`config.mk`:
```
export PLATFORM = sky130hd
export DESIGN_NAME = stream_window_aligner_flat
export DESIGN_NICKNAME = d
export VERILOG_FILES = /design/src/rtl/stream_window_aligner_pkg.sv /design/src/rtl/stream_window_aligner_if.sv /design/src/rtl/stream_window_aligner_sync_fifo.sv /design/src/rtl/stream_window_aligner.sv /design/src/flat_wrapper.sv
export SDC_FILE = /design/constraint.sdc
export NUM_CORES = 1
export LEC_CHECK = 0
export ABC_AREA = 1
export BUFFER_PORTS_ARGS = -buffer_cell sky130_fd_sc_hd__buf_2
export CAP_MARGIN = 20
export CORE_ASPECT_RATIO = 1.25
export CORE_MARGIN = 3
export CORE_UTILIZATION = 58
export CTS_CLUSTER_DIAMETER = 200
export DETAILED_ROUTE_END_ITERATION = 12
export PLACE_DENSITY = 0.86
export SYNTH_ARGS = -nofsm -noshare
export SYNTH_HDL_FRONTEND = slang
export SYNTH_SLANG_ARGS = --single-unit
```
`constraint.sdc`:
```
create_clock -name clk -period 3.2 [get_ports clk]
set_input_delay 0.64 -clock clk [delete_from_list [all_inputs] [get_ports clk]]
set_output_delay 0.64 -clock clk [all_outputs]
set_load 0.01 [all_outputs]
```
`src/rtl/stream_window_aligner_pkg.sv`:
```
// Shared constants and the aligner state type for the activation read path.
package NVP_v1_constants;

  localparam int NUMBER_OF_READ_STREAMS       = 3;
  localparam int ACTIVATION_BANK_BIT_WIDTH    = 8;
  localparam int ACTIVATION_BUFFER_BANK_COUNT = 4;
  localparam int STREAM_ALIGNER_FIFO_DEPTH    = 4;

  typedef enum logic [1:0] {
    IDLE  = 2'd0,
    RUN   = 2'd1,
    FLUSH = 2'd2
  } stream_aligner_state_t;

endpackage

```
`src/rtl/stream_window_aligner_if.sv`:
```
// Handshake bundle between the read streams, the aligner and the PE front-end.
// The aligner uses the slave view; whatever feeds streams and takes windows uses master.
interface stream_window_aligner_if
  import NVP_v1_constants::*;
#(
  parameter int NUMBER_OF_READ_STREAMS = NVP_v1_constants::NUMBER_OF_READ_STREAMS,
  parameter int STREAM_DATA_WIDTH      = NVP_v1_constants::ACTIVATION_BANK_BIT_WIDTH *
                                         NVP_v1_constants::ACTIVATION_BUFFER_BANK_COUNT
);

  logic [NUMBER_OF_READ_STREAMS-1:0][STREAM_DATA_WIDTH-1:0] i_stream_data;
  logic [NUMBER_OF_READ_STREAMS-1:0]                        i_stream_valid;
  logic [NUMBER_OF_READ_STREAMS-1:0]                        o_stream_ready;
  logic [NUMBER_OF_READ_STREAMS-1:0][STREAM_DATA_WIDTH-1:0] o_window_data;
  logic                                                     o_window_valid;
  logic                                                     i_window_ready;
  logic                                                     o_window_last;

  modport slave (
    input  i_stream_data, i_stream_valid, i_window_ready,
    output o_stream_ready, o_window_data, o_window_valid, o_window_last
  );

  modport master (
    output i_stream_data, i_stream_valid, i_window_ready,
    input  o_stream_ready, o_window_data, o_window_valid, o_window_last
  );

endinterface

```
`src/rtl/stream_window_aligner_sync_fifo.sv`:
```
// Small synchronous FIFO holding one read stream's words until every
// enabled row has a word for the same column. Depth must be a power of two
// so the pointers wrap for free.
module stream_sync_fifo
  import NVP_v1_constants::*;
#(
  parameter int DATA_WIDTH = ACTIVATION_BANK_BIT_WIDTH * ACTIVATION_BUFFER_BANK_COUNT,
  parameter int DEPTH      = STREAM_ALIGNER_FIFO_DEPTH
) (
  input  logic                    clk,
  input  logic                    reset,
  input  logic                    flush,
  input  logic                    push,
  input  logic [DATA_WIDTH-1:0]   push_data,
  input  logic                    pop,
  output logic [DATA_WIDTH-1:0]   head,
  output logic [$clog2(DEPTH):0]  count
);

  localparam int PTR_WIDTH   = $clog2(DEPTH);
  localparam int COUNT_WIDTH = $clog2(DEPTH) + 1;

  logic [DATA_WIDTH-1:0]  mem [DEPTH];
  logic [PTR_WIDTH-1:0]   wr_ptr;
  logic [PTR_WIDTH-1:0]   rd_ptr;
  logic [COUNT_WIDTH-1:0] count_q;
  logic                   do_push;
  logic                   do_pop;

  assign do_push = push & (count_q < COUNT_WIDTH'(DEPTH));
  assign do_pop  = pop & (count_q != '0);
  assign head    = mem[rd_ptr];
  assign count   = count_q;

  // Storage array; contents need no reset because the count gates visibility.
  always_ff @(posedge clk) begin
    if (do_push && !flush) begin
      mem[wr_ptr] <= push_data;
    end
  end

  // Pointers and occupancy; a flush empties the FIFO just like reset.
  always_ff @(posedge clk) begin
    if (reset || flush) begin
      wr_ptr  <= '0;
      rd_ptr  <= '0;
      count_q <= '0;
    end else begin
      if (do_push) wr_ptr <= wr_ptr + PTR_WIDTH'(1);
      if (do_pop)  rd_ptr <= rd_ptr + PTR_WIDTH'(1);
      case ({do_push, do_pop})
        2'b10:   count_q <= count_q + COUNT_WIDTH'(1);
        2'b01:   count_q <= count_q - COUNT_WIDTH'(1);
        default: count_q <= count_q;
      endcase
    end
  end

endmodule

```
`src/rtl/stream_window_aligner.sv`:
```
// Buffers each enabled read stream and releases one column-aligned,
// multi-row activation window per handshake, flagging the last column.
module stream_window_aligner
  import NVP_v1_constants::*;
#(
  parameter int NUMBER_OF_READ_STREAMS = NVP_v1_constants::NUMBER_OF_READ_STREAMS,
  parameter int STREAM_DATA_WIDTH      = NVP_v1_constants::ACTIVATION_BANK_BIT_WIDTH *
                                         NVP_v1_constants::ACTIVATION_BUFFER_BANK_COUNT,
  parameter int FIFO_DEPTH             = NVP_v1_constants::STREAM_ALIGNER_FIFO_DEPTH,
  parameter int LINE_LENGTH_WIDTH      = 16
) (
  input  logic                              clk,
  input  logic                              reset,
  input  logic                              i_start,
  input  logic                              i_abort,
  input  logic [NUMBER_OF_READ_STREAMS-1:0] i_stream_mask,
  input  logic [LINE_LENGTH_WIDTH-1:0]      i_line_length,
  stream_window_aligner_if.slave            bus,
  output logic                              o_line_done,
  output logic                              o_busy
);

  localparam int COUNT_WIDTH = $clog2(FIFO_DEPTH) + 1;

  stream_aligner_state_t state_q, state_d;

  logic [NUMBER_OF_READ_STREAMS-1:0]                        mask_q;
  logic [LINE_LENGTH_WIDTH-1:0]                             length_q;
  logic [LINE_LENGTH_WIDTH-1:0]                             column_q;
  logic                                                     noop_done_q;
  logic [NUMBER_OF_READ_STREAMS-1:0]                        stream_ready;
  logic [NUMBER_OF_READ_STREAMS-1:0]                        push;
  logic [NUMBER_OF_READ_STREAMS-1:0]                        pop;
  logic [NUMBER_OF_READ_STREAMS-1:0][STREAM_DATA_WIDTH-1:0] fifo_head;
  logic [NUMBER_OF_READ_STREAMS-1:0][COUNT_WIDTH-1:0]       fifo_count;
  logic                                                     fifo_flush;
  logic                                                     window_valid;
  logic                                                     window_last;
  logic                                                     window_fire;
  logic                                                     start_line;
  logic                                                     start_noop;

  assign push = stream_ready & bus.i_stream_valid;
  assign pop  = {NUMBER_OF_READ_STREAMS{window_fire}} & mask_q;

  for (genvar g = 0; g < NUMBER_OF_READ_STREAMS; g++) begin : g_stream
    stream_sync_fifo #(
      .DATA_WIDTH (STREAM_DATA_WIDTH),
      .DEPTH      (FIFO_DEPTH)
    ) u_fifo (
      .clk       (clk),
      .reset     (reset),
      .flush     (fifo_flush),
      .push      (push[g]),
      .push_data (bus.i_stream_data[g]),
      .pop       (pop[g]),
      .head      (fifo_head[g]),
      .count     (fifo_count[g])
    );
  end

  // State register.
  always_ff @(posedge clk) begin
    if (reset) state_q <= IDLE;
    else       state_q <= state_d;
  end

  // Next state plus handshake decode; abort wins over a same-cycle fire,
  // and outside RUN the FIFOs are held empty so leftovers never leak.
  always_comb begin
    state_d      = state_q;
    stream_ready = '0;
    window_valid = 1'b0;
    window_last  = 1'b0;
    window_fire  = 1'b0;
    fifo_flush   = 1'b0;
    start_line   = 1'b0;
    start_noop   = 1'b0;
    case (state_q)
      IDLE: begin
        fifo_flush = 1'b1;
        if (i_start) begin
          if ((i_stream_mask != '0) && (i_line_length != '0)) begin
            start_line = 1'b1;
            state_d    = RUN;
          end else begin
            start_noop = 1'b1;
          end
        end
      end
      RUN: begin
        window_valid = 1'b1;
        for (int i = 0; i < NUMBER_OF_READ_STREAMS; i++) begin
          stream_ready[i] = mask_q[i] & (fifo_count[i] < COUNT_WIDTH'(FIFO_DEPTH));
          if (mask_q[i] && (fifo_count[i] == '0)) window_valid = 1'b0;
        end
        window_last = window_valid & (column_q == length_q - LINE_LENGTH_WIDTH'(1));
        if (i_abort) begin
          state_d = FLUSH;
        end else begin
          window_fire = window_valid & bus.i_window_ready;
          if (window_fire && window_last) state_d = IDLE;
        end
      end
      FLUSH: begin
        fifo_flush = 1'b1;
        state_d    = IDLE;
      end
      default: state_d = IDLE;
    endcase
  end

  // Line parameters, column counter and the deferred no-op completion pulse.
  always_ff @(posedge clk) begin
    if (reset) begin
      mask_q      <= '0;
      length_q    <= '0;
      column_q    <= '0;
      noop_done_q <= 1'b0;
    end else begin
      noop_done_q <= start_noop;
      if (start_line) begin
        mask_q   <= i_stream_mask;
        length_q <= i_line_length;
        column_q <= '0;
      end else if (window_fire) begin
        column_q <= column_q + LINE_LENGTH_WIDTH'(1);
      end
    end
  end

  // Window rows come straight from the FIFO heads; masked rows and idle cycles read zero.
  always_comb begin
    bus.o_window_data = '0;
    for (int i = 0; i < NUMBER_OF_READ_STREAMS; i++) begin
      if (window_valid && mask_q[i]) bus.o_window_data[i] = fifo_head[i];
    end
  end

  assign bus.o_stream_ready = stream_ready;
  assign bus.o_window_valid = window_valid;
  assign bus.o_window_last  = window_last;
  assign o_line_done        = noop_done_q | (window_fire & window_last);
  assign o_busy             = (state_q != IDLE);

endmodule

```
`src/flat_wrapper.sv`:
```
// flat-port wrapper written by rule: the top's interface ports become plain ports
module stream_window_aligner_flat import NVP_v1_constants::*;
#(
  parameter int NUMBER_OF_READ_STREAMS = NVP_v1_constants::NUMBER_OF_READ_STREAMS,
  parameter int STREAM_DATA_WIDTH      = NVP_v1_constants::ACTIVATION_BANK_BIT_WIDTH *
                                         NVP_v1_constants::ACTIVATION_BUFFER_BANK_COUNT,
  parameter int FIFO_DEPTH             = NVP_v1_constants::STREAM_ALIGNER_FIFO_DEPTH,
  parameter int LINE_LENGTH_WIDTH      = 16
)
  (clk, reset, i_start, i_abort, i_stream_mask, i_line_length, o_line_done, o_busy, bus_i_stream_data, bus_i_stream_valid, bus_i_window_ready, bus_o_stream_ready, bus_o_window_data, bus_o_window_valid, bus_o_window_last);
  stream_window_aligner_if #(.NUMBER_OF_READ_STREAMS(NUMBER_OF_READ_STREAMS), .STREAM_DATA_WIDTH(STREAM_DATA_WIDTH)) bus_i ();
  input  logic clk;
  input  logic reset;
  input  logic i_start;
  input  logic i_abort;
  input  logic [NUMBER_OF_READ_STREAMS-1:0] i_stream_mask;
  input  logic [LINE_LENGTH_WIDTH-1:0] i_line_length;
  output logic o_line_done;
  output logic o_busy;
  input wire logic [$bits(bus_i.i_stream_data)-1:0] bus_i_stream_data;
  input wire logic [$bits(bus_i.i_stream_valid)-1:0] bus_i_stream_valid;
  input wire logic [$bits(bus_i.i_window_ready)-1:0] bus_i_window_ready;
  output wire logic [$bits(bus_i.o_stream_ready)-1:0] bus_o_stream_ready;
  output wire logic [$bits(bus_i.o_window_data)-1:0] bus_o_window_data;
  output wire logic [$bits(bus_i.o_window_valid)-1:0] bus_o_window_valid;
  output wire logic [$bits(bus_i.o_window_last)-1:0] bus_o_window_last;
  assign bus_i.i_stream_data = bus_i_stream_data;
  assign bus_i.i_stream_valid = bus_i_stream_valid;
  assign bus_i.i_window_ready = bus_i_window_ready;
  assign bus_o_stream_ready = bus_i.o_stream_ready;
  assign bus_o_window_data = bus_i.o_window_data;
  assign bus_o_window_valid = bus_i.o_window_valid;
  assign bus_o_window_last = bus_i.o_window_last;
  stream_window_aligner #(.NUMBER_OF_READ_STREAMS(NUMBER_OF_READ_STREAMS), .STREAM_DATA_WIDTH(STREAM_DATA_WIDTH), .FIFO_DEPTH(FIFO_DEPTH), .LINE_LENGTH_WIDTH(LINE_LENGTH_WIDTH)) u_core (.clk(clk), .reset(reset), .i_start(i_start), .i_abort(i_abort), .i_stream_mask(i_stream_mask), .i_line_length(i_line_length), .bus(bus_i), .o_line_done(o_line_done), .o_busy(o_busy));
endmodule
```
## After elaboration in Yosys (flattened, before gate mapping)

Memory sizes are Yosys's and may differ from the RTL's. A register that Yosys moved wholly into a read port is not among the register bits.
Cells that the tools add are included.

- Bitwise gates (word level): 17
- Multiplexer cells: 37
- Multiply operators: 0
- Reduce and logical (&&, ||, !) cells: 30
- Add/subtract/negate cells: 14
- Magnitude comparators: 3
- Shift operators: 0
- Div/mod/pow operators: 0
- Eq/ne operators: 12

Operator list:

| operator | number |
|---|---|
| 32-bit two-way mux | 3 |
| 2-bit two-way mux | 10 |
| 1-bit two-way mux | 19 |
| 3-bit one-hot mux with 2 select lines | 3 |
| 16-bit by 1-bit adder with 16-bit output, second input constant | 1 |
| 16-bit == test | 1 |
| 16-bit nonzero test | 1 |
| 16-bit by 1-bit subtractor with 16-bit output, second input constant | 1 |
| 2-bit by 1-bit adder with 2-bit output, second input constant | 6 |
| 1-bit bitwise AND | 12 |
| 3-bit nonzero test | 4 |
| 1-bit logical AND | 11 |
| 3-bit by 1-bit adder with 3-bit output, second input constant | 3 |
| 3-bit zero test | 3 |
| 3-bit < comparator, second input constant | 3 |
| 3-bit by 1-bit subtractor with 3-bit output, second input constant | 3 |
| 2-bit by 1-bit == test with 1-bit output, second input constant | 4 |
| 2-bit == test, second input constant | 4 |
| 2-bit nonzero test | 4 |
| 3-bit bitwise AND | 2 |
| 2-bit one-hot mux with 2 select lines | 1 |
| 2-bit OR reduction | 2 |
| 3-bit two-way mux | 1 |
| 3-bit by 2-bit inequality test with 1-bit output, second input constant | 1 |
| 9 further kinds | 10 |

- Output and inout port bits: 103
- Register bits after elaboration: 59
- Latch bits: 0
- Bits in read-only memories: 0
- Memories: 3
- Logic and storage cells: 130
- RAM bits: 384

Memories:

| name | words | width | rd ports | clocked after memory_dff | wr ports | line | RTL |
|---|---|---|---|---|---|---|---|
| u_core.g_stream[0].u_fifo.mem | 4 | 32 | 1 | 1 | 1 | stream_window_aligner_sync_fifo.sv:23 | `logic [DATA_WIDTH-1:0] mem [DEPTH];` |
| u_core.g_stream[1].u_fifo.mem | 4 | 32 | 1 | 1 | 1 | stream_window_aligner_sync_fifo.sv:23 |  |
| u_core.g_stream[2].u_fifo.mem | 4 | 32 | 1 | 1 | 1 | stream_window_aligner_sync_fifo.sv:23 |  |

## Longest topological paths before layout

- Depth after elaboration: 13
- Mapped depth: 14

## By module

Synthesis repeated with hierarchy kept, for this count alone.

- Cell total of the unflattened synthesis: 1726
- Area total of the unflattened synthesis: 19048.3 um^2

Modules (own cells, without submodules):

| module | instances | area each (um^2) | cells each |
|---|---|---|---|
| stream_sync_fifo | 3 | 5253.8 | 376 |
| stream_window_aligner | 1 | 3286.9 | 598 |

## Worst setup path after synthesis

Ideal clock, no wire load.

- Kind: register to register
- Start: reg u_core.state_q[0]
- End: mem u_core.g_stream[0].u_fifo.mem[0][0] (netlist name) (enable)
- Arrival time: 2.528 ns
- Setup slack: 0.251 ns
- Path buffers: 0
- Stages on the path, launching flop included: 7
- Setup time: 0.421 ns
- Clock period less this slack: 2.949 ns
- Path through: dfxtp_1 > inv_2 > nor2_2 > inv_1 > nor3_1 > nand2_1 > nor2_1

- Longest elaborated chain between the ends: 7
- Elaborated cells on any way between the ends: 12

RTL lines:

| what | line | RTL |
|---|---|---|
| start, declared | stream_window_aligner.sv:25 | `stream_aligner_state_t state_q, state_d;` |
| start signal, assigned | stream_window_aligner.sv:65 | `else state_q <= state_d;` |
| 2-bit by 1-bit == test with 1-bit output | stream_window_aligner.sv:79 | `case (state_q)` |
| 3-bit two-way mux | stream_window_aligner.sv:79 |  |
| net bus_o_stream_ready[0] | flat_wrapper.sv:23 | `output wire logic [$bits(bus_i.o_stream_ready)-1:0] bus_o_stream_ready;` |
| 3-bit bitwise AND | stream_window_aligner.sv:43 | `assign push = stream_ready & bus.i_stream_valid;` |
| 1-bit bitwise AND | stream_window_aligner_sync_fifo.sv:30 | `assign do_push = push & (count_q < COUNT_WIDTH'(DEPTH));` |
| 1-bit logical AND | stream_window_aligner_sync_fifo.sv:37 | `if (do_push && !flush) begin` |
| 1-bit two-way mux | stream_window_aligner_sync_fifo.sv:37 |  |
| 1-bit two-way mux (implied by the code) | stream_window_aligner_sync_fifo.sv:38 | `mem[wr_ptr] <= push_data;` |
| end, declared | stream_window_aligner_sync_fifo.sv:23 |  |

The timed path passes the listed nets, and every way through them passes these cells.

## Worst setup path after layout

- Start: reg u_core.length_q[0]
- End: out bus_o_window_last

- Longest elaborated chain between the ends: 4

RTL lines:

| what | line | RTL |
|---|---|---|
| start, declared | stream_window_aligner.sv:28 | `logic [LINE_LENGTH_WIDTH-1:0] length_q;` |
| start signal, assigned | stream_window_aligner.sv:124 | `length_q <= i_line_length;` |
| 16-bit by 1-bit subtractor with 16-bit output | stream_window_aligner.sv:97 | `window_last = window_valid & (column_q == length_q - LINE_LENGTH_WIDTH'(1));` |
| 16-bit == test | stream_window_aligner.sv:97 |  |
| 1-bit bitwise AND | stream_window_aligner.sv:97 |  |
| 1-bit two-way mux | stream_window_aligner.sv:79 |  |
| end, declared | flat_wrapper.sv:26 | `output wire logic [$bits(bus_i.o_window_last)-1:0] bus_o_window_last;` |

Every way passes these cells.

==> impl_results.md <==
- Endpoint required time on the critical path: 2.56 ns
- Peak supply drop: 525 uV
- Final count of pins violating max slew: 0
- Startpoint class of the critical path: flip-flop
- Total grt overflow: 0
- R2R Path End: u_core.g_stream[1].u_fifo.count[2]$_SDFFE_PP0P_
- Maximum fanout encountered on the critical timing path: 4
- # hold bufs at CTS: 0
- Buffer cell driving the clock tree root: sky130_fd_sc_hd__clkbuf_16
- Max frequency: 331 MHz
- Cell types with the largest area share after synthesis: sky130_fd_sc_hd__edfxtp_1 62%, sky130_fd_sc_hd__nor2_1 8.8%, sky130_fd_sc_hd__dfxtp_1 7.0%
- Vias after detailed routing: 13200
- Number of detailed-route iterations in the first pass: 7
- Number of cells upsized or downsized after cts: 0
- Total GRT Usage: 0.234
- Worst setup EP type: primary output
- Shortest clock period the worst path allows after layout: 3.02 ns
- Net switching fraction of the power: 0.209
- FF+latch count, synth: 449
- Avg Cell Area, Syn: 11.1 um2
- Area enclosed by the die boundary: 34100 um2
- Arrival @ worst endpoint: 2.38 ns
- Post-detailed-route via-to-cell ratio: 5.64
- Worst-case setup slack after placement: 0.490 ns
- Number of max-cap violations: 0
- Global-route wire length before repair: 64.0 mm
- Number of different library cells in the post-synthesis netlist: 40
- Actual transition at the worst max-transition pin: 0.693 ns
- Combinational family with the most area after synthesis: simple AND/OR/NAND/NOR gates
- Part of the power in registers: 0.554
- DRC violation total after the first TritonRoute iteration: 1209
- Fillers: 2188
- Detailed-route wire length on metal 1: 14.9 mm
- Clock skew after layout: 0.00891 ns
- Final clock period utilization by the worst path: 0.944
- Routed length per placed instance: 17.7 um
- Depth of the worst register-to-register path: 13
- Synthesized-area fraction occupied by ao, oa, aoi and oai cells: 0.109
- Clock Latency Late Sink: 0.54 ns
- Setup repair after global routing missed its margin: yes
- Portion of the post-synthesis area used by sequential elements: 0.694
- Most common cell after layout, fill and taps aside: sky130_fd_sc_hd__nor2_1
- Worst setup slack for register-to-register paths: 0.54 ns
- Cell taking the most area after synthesis: sky130_fd_sc_hd__edfxtp_1
- Clk buf depth: 3
- Max-Slew Margin vs Limit: 0.538
- Outcome: completed
- Start point of the worst hold path: bus_i_stream_data[91]
- Area Growth Syn to Fin: 16.2%
- Final setup vio count: 0
- Net count reported at finish: 2033
- Met3 Routed Length: 3.13 mm
- Buffers on Ports: 225
- Warnings, synthesis: 0
- Initial antenna violation count: 7
- Number of nets produced by synthesis: 1811
- Final Hold Fails: 0
- Proportion of synthesized flip-flops having asynchronous set or reset: 0
- Setup Total Neg Slack: 0 ns
- Total internal power: 9150 uW
- Post-route antenna net violation count: 0
- Final RePlAce weighted congestion: 0.894
- EDFF count, synth: 384
- Final hold slack: 0.306 ns
- Top library cells by usage in the layout, fill and taps aside: 421 x sky130_fd_sc_hd__nor2_1, 384 x sky130_fd_sc_hd__edfxtp_1, 225 x sky130_fd_sc_hd__buf_2
- Effective utilization at floorplan: 0.593
- Vert. Die Dim: 206 um
- Fraction of post-synthesis cell area in the top cell type by area: 0.624
- Arithmetic-cell share of the synthesized area counting full adders, half adders and majority gates: 0.0148
- Maximum number of pins on one net before global-route repair: 65
- Logic pwr share: 0.046
- Clock tree from TritonCTS: yes
- Reg-to-reg startpoint: u_core.g_stream[0].u_fifo.count[1]$_SDFFE_PP0P_
- Final Worst Setup Slack: 0.181 ns
- Worst hold path class: input port to flip-flop
- Clock transition at the registers of the reported paths: 0.06 ns
- Number of remaining DRC errors: 0
- Cell count after synthesis: 1668
- Setup repair bufs after CTS: 0
- DR top layer: met5
- Portion of total power attributed to the clock network: 0.400
- Setup CP Type: flip-flop to primary output
- Most used flip-flop cell after synthesis: sky130_fd_sc_hd__edfxtp_1
- WHS Path Cells: 1
- Final core occ: 0.689
- Simple-gate portion of the synthesized area: 0.140
- Area of the core: 31200 um2
- Fraction of final layout cells sized beyond drive strength 1: 0.202
- Number of H-tree levels: 2
- Min-Delay Endpoint: u_core.g_stream[2].u_fifo.mem[1][27]$_DFFE_PP_
- Number of top-level design ports: 226
- Xor and xnor area share after synthesis: 0.00758
- Multiplexer share of the synthesized area: 0
- Number of sinks driven by the clock tree: 449
- Final Routed Wirelength: 41.3 mm
- Met2 Routed Length: 22.2 mm
- Half-perimeter wire length after placement: 25.3 mm
- Power per unit of standard cell area: 538 nW/um2
- Static leakage: 0.00792 uW
- Row Count: 72
- Vias in the first global route: 13100
- Syn Std Cell Area: 18500 um2
- Cells after DPL: 2253
- Sw power: 2410 uW
- Number of standard cells in the final layout excluding fillers: 2332
- Total CTS buffers: 42
- Die X-Extent: 166 um
-- worst max path at each step --
stage | depth (start not counted) | end | from
after floorplan | 6 | u_core.g_stream[0].u_fifo.mem[0][0]$_DFFE_PP_ | u_core.state_q[0]$_SDFFE_PP0P_
after global placement | 12 | u_core.g_stream[2].u_fifo.count[2]$_SDFFE_PP0P_ | bus_i_window_ready
after detailed placement | 12 | u_core.g_stream[2].u_fifo.count[2]$_SDFFE_PP0P_ | bus_i_window_ready
after CTS | 13 | bus_o_window_last | u_core.length_q[0]$_SDFFE_PP0P_
after global routing | 13 | bus_o_window_last | u_core.length_q[1]$_SDFFE_PP0P_
final | 13 | bus_o_window_last | u_core.length_q[0]$_SDFFE_PP0P_
-- cell usage after synthesis (2+ instances only) --
library cell / number
sky130_fd_sc_hd__nor2_1: 435
sky130_fd_sc_hd__xor2_1: 10
sky130_fd_sc_hd__buf_4: 3
sky130_fd_sc_hd__nand2_1: 99
sky130_fd_sc_hd__inv_2: 16
sky130_fd_sc_hd__a21oi_1: 154
sky130_fd_sc_hd__fa_1: 3
sky130_fd_sc_hd__buf_1: 13
sky130_fd_sc_hd__nor2_4: 4
sky130_fd_sc_hd__nor2_2: 14
sky130_fd_sc_hd__clkbuf_1: 56
sky130_fd_sc_hd__o21ai_1: 22
sky130_fd_sc_hd__buf_2: 4
sky130_fd_sc_hd__edfxtp_1: 384
sky130_fd_sc_hd__nand3_1: 24
sky130_fd_sc_hd__nor3_2: 2
sky130_fd_sc_hd__or2_2: 2
sky130_fd_sc_hd__inv_1: 71
sky130_fd_sc_hd__nand2_4: 4
sky130_fd_sc_hd__nor3_1: 10
sky130_fd_sc_hd__nor4_1: 6
sky130_fd_sc_hd__ha_1: 17
sky130_fd_sc_hd__nand2_2: 4
sky130_fd_sc_hd__dfxtp_1: 65
sky130_fd_sc_hd__nand4_1: 7
sky130_fd_sc_hd__o21ai_0: 214
sky130_fd_sc_hd__xnor2_1: 6
sky130_fd_sc_hd__nand3b_1: 4
sky130_fd_sc_hd__o21ba_2: 4
-- final cells by class --
type                    count  area (um2)  share of cell area
flip-flops and latches    449       12800               0.598
clock inverters            21         154             0.00717
well taps                 407         509              0.0237
clock buffers              56        1130              0.0525
diodes                      2        5.00            0.000233
repair buffers            254        1380              0.0641
inverters                  88         335              0.0156
multi-input cells        1055        5130               0.239
-- layer usage --
layer  vias to the layer above  GRT usage
met4                        10     0.0918
li1                       6226          -
met5                         -          0
met2                       583      0.434
met3                        90     0.0477
met1                      6254      0.266
-- power groups by stage --
stage | Sequential [uW] | Combinational, uW | Clock, uW
CTS | 6410 | 525 | 4710
floorplan | 6530 | 309 | 0
finish | 6410 | 534 | 4620
detailed placement | 6530 | 522 | 0
global placement | 6530 | 498 | 0
global route | 6410 | 597 | 4960
-- registers in the layout (all words and copies together) (netlist names), named ones only --
signal,count
u_core.mask_q,3
u_core.length_q,16
u_core.column_q,16
u_core.g_stream.u_fifo.rd_ptr,6
u_core.g_stream.u_fifo.count,9
u_core.g_stream.u_fifo.mem,384
u_core.noop_done_q,1
u_core.g_stream.u_fifo.wr_ptr,6
u_core.state_q,2
-- kinds of logic after synthesis --
group / after synthesis
compound gates: 398
xor+xnor: 16
fa+ha+maj: 20
buf+inv: 164
flops: 449
simple gates: 621
-- worst max-delay path, stage by stage, from the launching register on --
cell                       delay (ns)
sky130_fd_sc_hd__dfxtp_2         0.35
sky130_fd_sc_hd__inv_2           0.07
sky130_fd_sc_hd__ha_2            0.33
sky130_fd_sc_hd__or2_2           0.10
sky130_fd_sc_hd__nand2_1         0.05
sky130_fd_sc_hd__nor3_2          0.14
sky130_fd_sc_hd__nand2_1         0.07
sky130_fd_sc_hd__nor2_1          0.09
sky130_fd_sc_hd__nand3_1         0.07
sky130_fd_sc_hd__nand3b_1        0.17
sky130_fd_sc_hd__nor2_1          0.09
sky130_fd_sc_hd__nand3_1         0.06
sky130_fd_sc_hd__nor2_1          0.11
sky130_fd_sc_hd__buf_2           0.15
-- through the flow --
| stage | power, uW | instance area, um2 |
|---|---|---|
| 2_1_floorplan | 6840 | 18500 |
| 3_3_place_gp | 7030 | 20100 |
| 3_5_place_dp | 7050 | 20200 |
| 4_1_cts | 11600 | 21500 |
| 5_1_grt | 12000 | 21500 |
| 6_report | 11600 | 21500 |
Power figures use the tool's default switching activity.
